==> src/rtl/mips_bus_pkg.sv <==
//==============================================================================
// Module : mips_bus_pkg
// Brief  : Shared types and constants for the MIPS memory-mapped bus fabric.
// Rev    : 1.0  initial release
//==============================================================================
`timescale 1ns/1ps
`default_nettype none

package mips_bus_pkg;

  typedef enum logic [1:0] {
    IDLE   = 2'd0,
    ACCESS = 2'd1,
    RESP   = 2'd2
  } mips_bus_state_t;

  localparam logic [31:0] MIPS_BUS_ERR_DATA = 32'hDEADBEEF;

  // Width of the slave index field; a single slave still needs one select bit.
  function automatic int mips_bus_sel_w(input int n);
    return (n <= 2) ? 1 : $clog2(n);
  endfunction

endpackage

`default_nettype wire

==> src/rtl/mips_bus_decoder.sv <==
//==============================================================================
// Module : mips_bus_decoder
// Brief  : Combinational address decoder: addr -> {mapped, index, one-hot sel}.
// Rev    : 1.0  initial release
//==============================================================================
`timescale 1ns/1ps
`default_nettype none

module mips_bus_decoder
  import mips_bus_pkg::*;
#(
  parameter int ADDR_WIDTH = 32,
  parameter int NUM_SLAVES = 4,
  parameter int SLAVE_LSB  = 12,
  parameter int SEL_W      = mips_bus_sel_w(NUM_SLAVES)
) (
  input  logic [ADDR_WIDTH-1:0] addr_i,
  output logic                  mapped_o,
  output logic [SEL_W-1:0]      idx_o,
  output logic [NUM_SLAVES-1:0] sel_o
);

  localparam int HI_LSB = SLAVE_LSB + SEL_W;

  logic w_upper_zero;

  assign idx_o = addr_i[SLAVE_LSB +: SEL_W];

  generate
    if (HI_LSB < ADDR_WIDTH) begin : g_hi
      assign w_upper_zero = (addr_i[ADDR_WIDTH-1:HI_LSB] == '0);
    end else begin : g_no_hi
      assign w_upper_zero = 1'b1;
    end
  endgenerate

  assign mapped_o = w_upper_zero && (32'(idx_o) < NUM_SLAVES);

  generate
    for (genvar i = 0; i < NUM_SLAVES; i++) begin : g_sel
      assign sel_o[i] = mapped_o && (32'(idx_o) == i);
    end
  endgenerate

endmodule

`default_nettype wire

==> src/rtl/mips_bus_fabric.sv <==
//==============================================================================
// Module : mips_bus_fabric
// Brief  : MIPS data-port interconnect with wait states, decode errors and a
//          timeout. Optional error capture when BUS_ERR_CAPTURE_EN is defined.
// Rev    : 1.0  initial release
//==============================================================================
`timescale 1ns/1ps
`default_nettype none

module mips_bus_fabric
  import mips_bus_pkg::*;
#(
  parameter int                    ADDR_WIDTH     = 32,
  parameter int                    DATA_WIDTH     = 32,
  parameter int                    NUM_SLAVES     = 4,
  parameter int                    SLAVE_LSB      = 12,
  parameter int                    TIMEOUT_CYCLES = 64,
  parameter logic [DATA_WIDTH-1:0] ERR_DATA       = DATA_WIDTH'(MIPS_BUS_ERR_DATA)
) (
  input  logic                             clk,
  input  logic                             rst,
`ifdef BUS_ERR_CAPTURE_EN
  input  logic                             err_clr,
  output logic                             err_irq,
  output logic [ADDR_WIDTH-1:0]            err_addr,
`endif
  input  logic                             m_req,
  input  logic [ADDR_WIDTH-1:0]            m_addr,
  input  logic                             m_wr_en,
  input  logic [DATA_WIDTH-1:0]            m_wr_data,
  output logic [DATA_WIDTH-1:0]            m_rd_data,
  output logic                             m_ready,
  output logic                             m_err,
  output logic [NUM_SLAVES-1:0]            s_sel,
  output logic [SLAVE_LSB-1:0]             s_addr,
  output logic [DATA_WIDTH-1:0]            s_wr_data,
  output logic                             s_wr_en,
  output logic                             s_rd_en,
  input  logic [NUM_SLAVES*DATA_WIDTH-1:0] s_rd_data,
  input  logic [NUM_SLAVES-1:0]            s_ready
);

  localparam int SEL_W = mips_bus_sel_w(NUM_SLAVES);
  localparam int CNT_W = (TIMEOUT_CYCLES > 1) ? $clog2(TIMEOUT_CYCLES) : 1;
`ifdef BUS_ERR_CAPTURE_EN
  localparam int ADDR_Q_W = ADDR_WIDTH;
`else
  localparam int ADDR_Q_W = SLAVE_LSB;
`endif

  mips_bus_state_t        state_q, state_d;
  logic [ADDR_Q_W-1:0]    addr_q, addr_d;
  logic [DATA_WIDTH-1:0]  wdata_q, wdata_d;
  logic                   wr_q, wr_d;
  logic [NUM_SLAVES-1:0]  sel_q, sel_d;
  logic [SEL_W-1:0]       idx_q, idx_d;
  logic [CNT_W-1:0]       cnt_q, cnt_d;
  logic [DATA_WIDTH-1:0]  rdata_q, rdata_d;
  logic                   err_q, err_d;

  logic                   w_mapped;
  logic [SEL_W-1:0]       w_idx;
  logic [NUM_SLAVES-1:0]  w_sel;
  logic                   w_access;
  logic                   w_timeout;

  mips_bus_decoder #(
    .ADDR_WIDTH (ADDR_WIDTH),
    .NUM_SLAVES (NUM_SLAVES),
    .SLAVE_LSB  (SLAVE_LSB),
    .SEL_W      (SEL_W)
  ) u_decoder (
    .addr_i   (m_addr),
    .mapped_o (w_mapped),
    .idx_o    (w_idx),
    .sel_o    (w_sel)
  );

  assign w_timeout = (TIMEOUT_CYCLES != 0) && (32'(cnt_q) == TIMEOUT_CYCLES - 1);

  always_comb begin
    state_d = state_q;
    addr_d  = addr_q;
    wdata_d = wdata_q;
    wr_d    = wr_q;
    sel_d   = sel_q;
    idx_d   = idx_q;
    cnt_d   = cnt_q;
    rdata_d = rdata_q;
    err_d   = err_q;
    case (state_q)
      IDLE: begin
        if (m_req) begin
          if (w_mapped) begin
            addr_d  = m_addr[ADDR_Q_W-1:0];
            wdata_d = m_wr_data;
            wr_d    = m_wr_en;
            sel_d   = w_sel;
            idx_d   = w_idx;
            cnt_d   = '0;
            state_d = ACCESS;
          end else begin
            err_d   = 1'b1;
            rdata_d = ERR_DATA;
            state_d = RESP;
          end
        end
      end
      ACCESS: begin
        cnt_d = cnt_q + 1'b1;
        // A ready arriving on the timeout cycle still completes normally.
        if (s_ready[idx_q]) begin
          err_d   = 1'b0;
          rdata_d = wr_q ? '0 : s_rd_data[int'(idx_q)*DATA_WIDTH +: DATA_WIDTH];
          state_d = RESP;
        end else if (w_timeout) begin
          err_d   = 1'b1;
          rdata_d = ERR_DATA;
          state_d = RESP;
        end
      end
      RESP:    state_d = IDLE;
      default: state_d = IDLE;
    endcase
  end

  always_ff @(posedge clk or posedge rst) begin
    if (rst) begin
      state_q <= IDLE;
      addr_q  <= '0;
      wdata_q <= '0;
      wr_q    <= 1'b0;
      sel_q   <= '0;
      idx_q   <= '0;
      cnt_q   <= '0;
      rdata_q <= '0;
      err_q   <= 1'b0;
    end else begin
      state_q <= state_d;
      addr_q  <= addr_d;
      wdata_q <= wdata_d;
      wr_q    <= wr_d;
      sel_q   <= sel_d;
      idx_q   <= idx_d;
      cnt_q   <= cnt_d;
      rdata_q <= rdata_d;
      err_q   <= err_d;
    end
  end

  // Outputs are gated by state so an async reset drops them immediately.
  assign w_access  = (state_q == ACCESS);
  assign m_ready   = (state_q == RESP);
  assign m_err     = m_ready & err_q;
  assign m_rd_data = m_ready ? rdata_q : '0;
  assign s_sel     = w_access ? sel_q : '0;
  assign s_addr    = w_access ? addr_q[SLAVE_LSB-1:0] : '0;
  assign s_wr_data = w_access ? wdata_q : '0;
  assign s_wr_en   = w_access & wr_q;
  assign s_rd_en   = w_access & ~wr_q;

`ifdef BUS_ERR_CAPTURE_EN
  logic                  err_irq_q;
  logic [ADDR_WIDTH-1:0] err_addr_q;
  logic                  w_err_event;
  logic [ADDR_WIDTH-1:0] w_err_src;

  assign w_err_event = (state_d == RESP) && err_d;
  assign w_err_src   = (state_q == IDLE) ? m_addr : addr_q;

  always_ff @(posedge clk or posedge rst) begin
    if (rst) begin
      err_irq_q  <= 1'b0;
      err_addr_q <= '0;
    end else if (err_clr) begin
      err_irq_q  <= 1'b0;
    end else if (w_err_event && !err_irq_q) begin
      err_irq_q  <= 1'b1;
      err_addr_q <= w_err_src;
    end
  end

  assign err_irq  = err_irq_q;
  assign err_addr = err_addr_q;
`endif

endmodule

`default_nettype wire
==> config.mk <==
export PLATFORM = sky130hd
export DESIGN_NAME = mips_bus_fabric
export DESIGN_NICKNAME = d
export VERILOG_FILES = /design/src/rtl/mips_bus_pkg.sv /design/src/rtl/mips_bus_decoder.sv /design/src/rtl/mips_bus_fabric.sv
export SDC_FILE = /design/constraint.sdc
export NUM_CORES = 1
export LEC_CHECK = 0
export CORE_MARGIN = 1.5
export CORE_UTILIZATION = 44
export DETAILED_ROUTE_END_ITERATION = 10
export GPL_TIMING_DRIVEN = 0
export HOLD_SLACK_MARGIN = 0.15
export PLACE_DENSITY = 0.93
export SYNTH_ARGS = -nofsm -noshare
export SYNTH_HDL_FRONTEND = slang
export SYNTH_SLANG_ARGS = --single-unit
==> constraint.sdc <==
create_clock -name clk -period 6.04 [get_ports clk]
set_clock_uncertainty 0.15 [all_clocks]
set_input_delay 1.208 -clock clk [delete_from_list [all_inputs] [get_ports clk]]
set_output_delay 1.208 -clock clk [all_outputs]
set_load 0.02 [all_outputs]
==> summary.txt <==
run status: complete, no violations
fmax: 235 MHz
number of global-route vias before repair: 5,682
peak supply drop: 0.120 mV
mapped cell area: 0.00564 sq mm
hold path start: addr_q[4]
Synth-to-Final Area Change: 59.6%
power per cell area: 157 mW/mm^2
WP depth: 5
Tcrit/Tclk final: 70.4%
ant diodes: 0
actual slew at the worst max-slew pin: 1.10 ns
Iteration-0 DRC Markers: 357
Worst Hold Class: flip-flop to flip-flop
Critical Path End Type: output port
Post-Synth Simple-Gate Area: 13.6%
Final Util: 71.7%
critical path, cell by cell: clkbuf_1 > nor2b_1 > clkbuf_1 > and2_1 > clkdlybuf4s50_1
crit path kind: flip-flop to output port
max-cap viol count: 0
post-synthesis area per instance: 11.4 sq um
Adder-Cell Fraction of Synth Area: 0.222%
minimum clock period: 4.25 ns
CTS tree: yes
met3 wire len: 1790 um
Setup crit start kind: flip-flop
Die W: 116 um
initial core utilization: 44.9%
critical path startpoint: state_q[1]
Worst path top cell family by delay: buffers and inverters
Max Fanout on Critical Path: 10
met2 WL: 9840 um
register area share after synthesis: 40.8%
Hold Vio Cnt, Final: 0
Clock transition at path regs: 0.07 ns
TritonCTS Buffers: 9
Die Area: 0.0135 sq mm
CP peak stage delay: 0.63 ns
Max Transition Viols Final: 0
Top Layer Used: met4
most frequent CP cell: clkbuf_1
most area-consuming cells after synthesis: dfrtp_1 41%, and2_1 9.3%, mux2i_1 8.9%, mux2_2 6.0%, mux2_4 5.1%
number of remaining DRC errors: 0
R2R setup slack: 3.60 ns
Async S/R FF share, synth: 100%
Hold Buf Count CTS: 0
share of cells above drive strength 1: 12.3%
Port Buffers: 283
crit path buf inv count: 3
post-route ant nets: 0
Mapped Cells: 496
top-area cell type share of the netlist area: 40.8%
clock sink count: 92
Data required, critical path: 4.68 ns
I/O pin cnt: 284
global-route wire length before repair: 29,000 um
EDFF count, synth: 0
leakage power: 3.42 nW
dpl ws: 2.17 ns
YS warnings: 0
mux share of post-synthesis cell area: 24.4%
H-tree depth: 3
Worst Setup EP: m_rd_data[2]
WL per Instance: 20.1 um
gpl congestion: 0.875
post-synth net total: 697
area leader, netlist: dfrtp_1
first-pass detailed-route iteration total: 5
top-count cell post-synth: dfrtp_1
Sum Neg Setup Slack: 0 ns
CP Data Arrival Time: 2.90 ns
initial antenna violation count: 0
Slew Limit Headroom: 25.7%
Final WS setup: 1.79 ns
Main synth FF type: dfrtp_1
commonest cells in the synthesized netlist: 92 x dfrtp_1, 84 x and2_1, 50 x mux2i_1
main combinational cell family by area after synthesis: multiplexers
slowest CP cell: clkdlybuf4s50_1
RSZ-0062 raised after global routing: false
Yosys cell types: 44
Vias/cell: 5.56
r2r startpoint: state_q[0]
dpl hpwl: 15,200 um
Non-Filler Instances: 968
post-synthesis compound-gate area fraction: 15.7%
core region area: 0.0126 sq mm
GR Util All Layers: 28.1%
worst-skew pair later-pin latency: 0.34 ns
Clock Path Buffers: 2
XOR/XNOR Fraction of Synth Area: 0%
setup bufs post-CTS: 0
Reg2Reg Capture Point: rdata_q[1]
die height: 116 um
# rows: 41
WL met1: 7250 um
dpl cells: 952
setup violators final: 0
Resized cells post-CTS: 0
total global routing overflow: 0
vias post-DR: 5,386
Root Buffer Master: clkbuf_16
total wire length: 19,400 um
Synth Register Bits: 92
largest net degree at the start of global routing: 56
# nets final: 992
worst reg-to-reg path cell count: 6
stage by stage:
stage / hold WS, ns / instance area, sq um / total power [mW]
floorplan: 0.299 / 5640 / 0.696
global placement: 0.313 / 8690 / 0.866
detailed placement: 0.321 / 8720 / 0.874
CTS: 0.346 / 9010 / 1.42
global route: 0.365 / 9010 / 1.46
finish: 0.345 / 9010 / 1.41
layer usage:
layer  GRT usage, %  vias to the layer above
met5              0                        -
met4           10.9                        0
met3           8.77                       50
met2           50.7                      287
met1           31.0                     2618
li1               -                     2431
worst reg2reg max path, delay by kind of cell (launching register included):
family	cells	cell delay (ns)
compound gates	2	0.44
buf+inv	3	1.09
flops	1	0.33
simple gates	1	0.31
flip-flops by register name, summed over array words and instances, names as in the netlist:
signal / count
err_q: 1
state_q: 2
wdata_q: 32
addr_q: 12
idx_q: 2
cnt_q: 6
sel_q: 4
rdata_q: 32
wr_q: 1
power breakdown:
group | internal, mW | leakage [nW] | switching (mW)
clock | 0.294 | 0.133 | 0.258
combinational | 0.157 | 2.17 | 0.0878
sequential | 0.616 | 1.12 | 0.000460
area by class of cell:
cell class	count	area, sq um
fill	854	3560
multi-input combinational	344	3040
timing repair buffer	284	2860
sequential	92	2300
buffer	49	258
clock buffer	10	239
tap	172	215
clock inverter	6	47.5
inverter	11	43.8
cells in the final DEF (no fill, tap or decap), types with 5 or more instances in the layout:
| master | synthesis | final |
|---|---|---|
| mux4_2 | 8 | 8 |
| clkdlybuf4s50_1 | 0 | 283 |
| o221a_1 | 21 | 21 |
| and2_1 | 84 | 84 |
| nor2_1 | 8 | 8 |
| buf_2 | 5 | 5 |
| nand2_1 | 12 | 12 |
| clkbuf_16 | 0 | 9 |
| dfrtp_1 | 92 | 92 |
| mux2_4 | 19 | 19 |
| o21ai_0 | 21 | 21 |
| mux2_2 | 30 | 30 |
| o2111ai_1 | 24 | 24 |
| o211ai_1 | 24 | 24 |
| buf_6 | 9 | 9 |
| mux2i_1 | 50 | 50 |
| inv_1 | 10 | 9 |
| clkbuf_1 | 31 | 31 |
how the worst min path moves through the flow:
stage,endpoint,slack [ns],cells after the start
2_1_floorplan,addr_q[4],0.30,1
3_3_place_gp,addr_q[4],0.31,1
4_1_cts,addr_q[8],0.35,1
5_1_grt,wdata_q[3],0.37,1
3_5_place_dp,addr_q[8],0.32,1
6_report,addr_q[4],0.35,1
cells by family after synthesis:
family	after synthesis
and+or+nand+nor	126
muxes	112
AOI/OAI and AO/OA	105
DFF	92
buffers and inverters	60
adders and majority gates	1
Power figures use the tool's default switching activity.
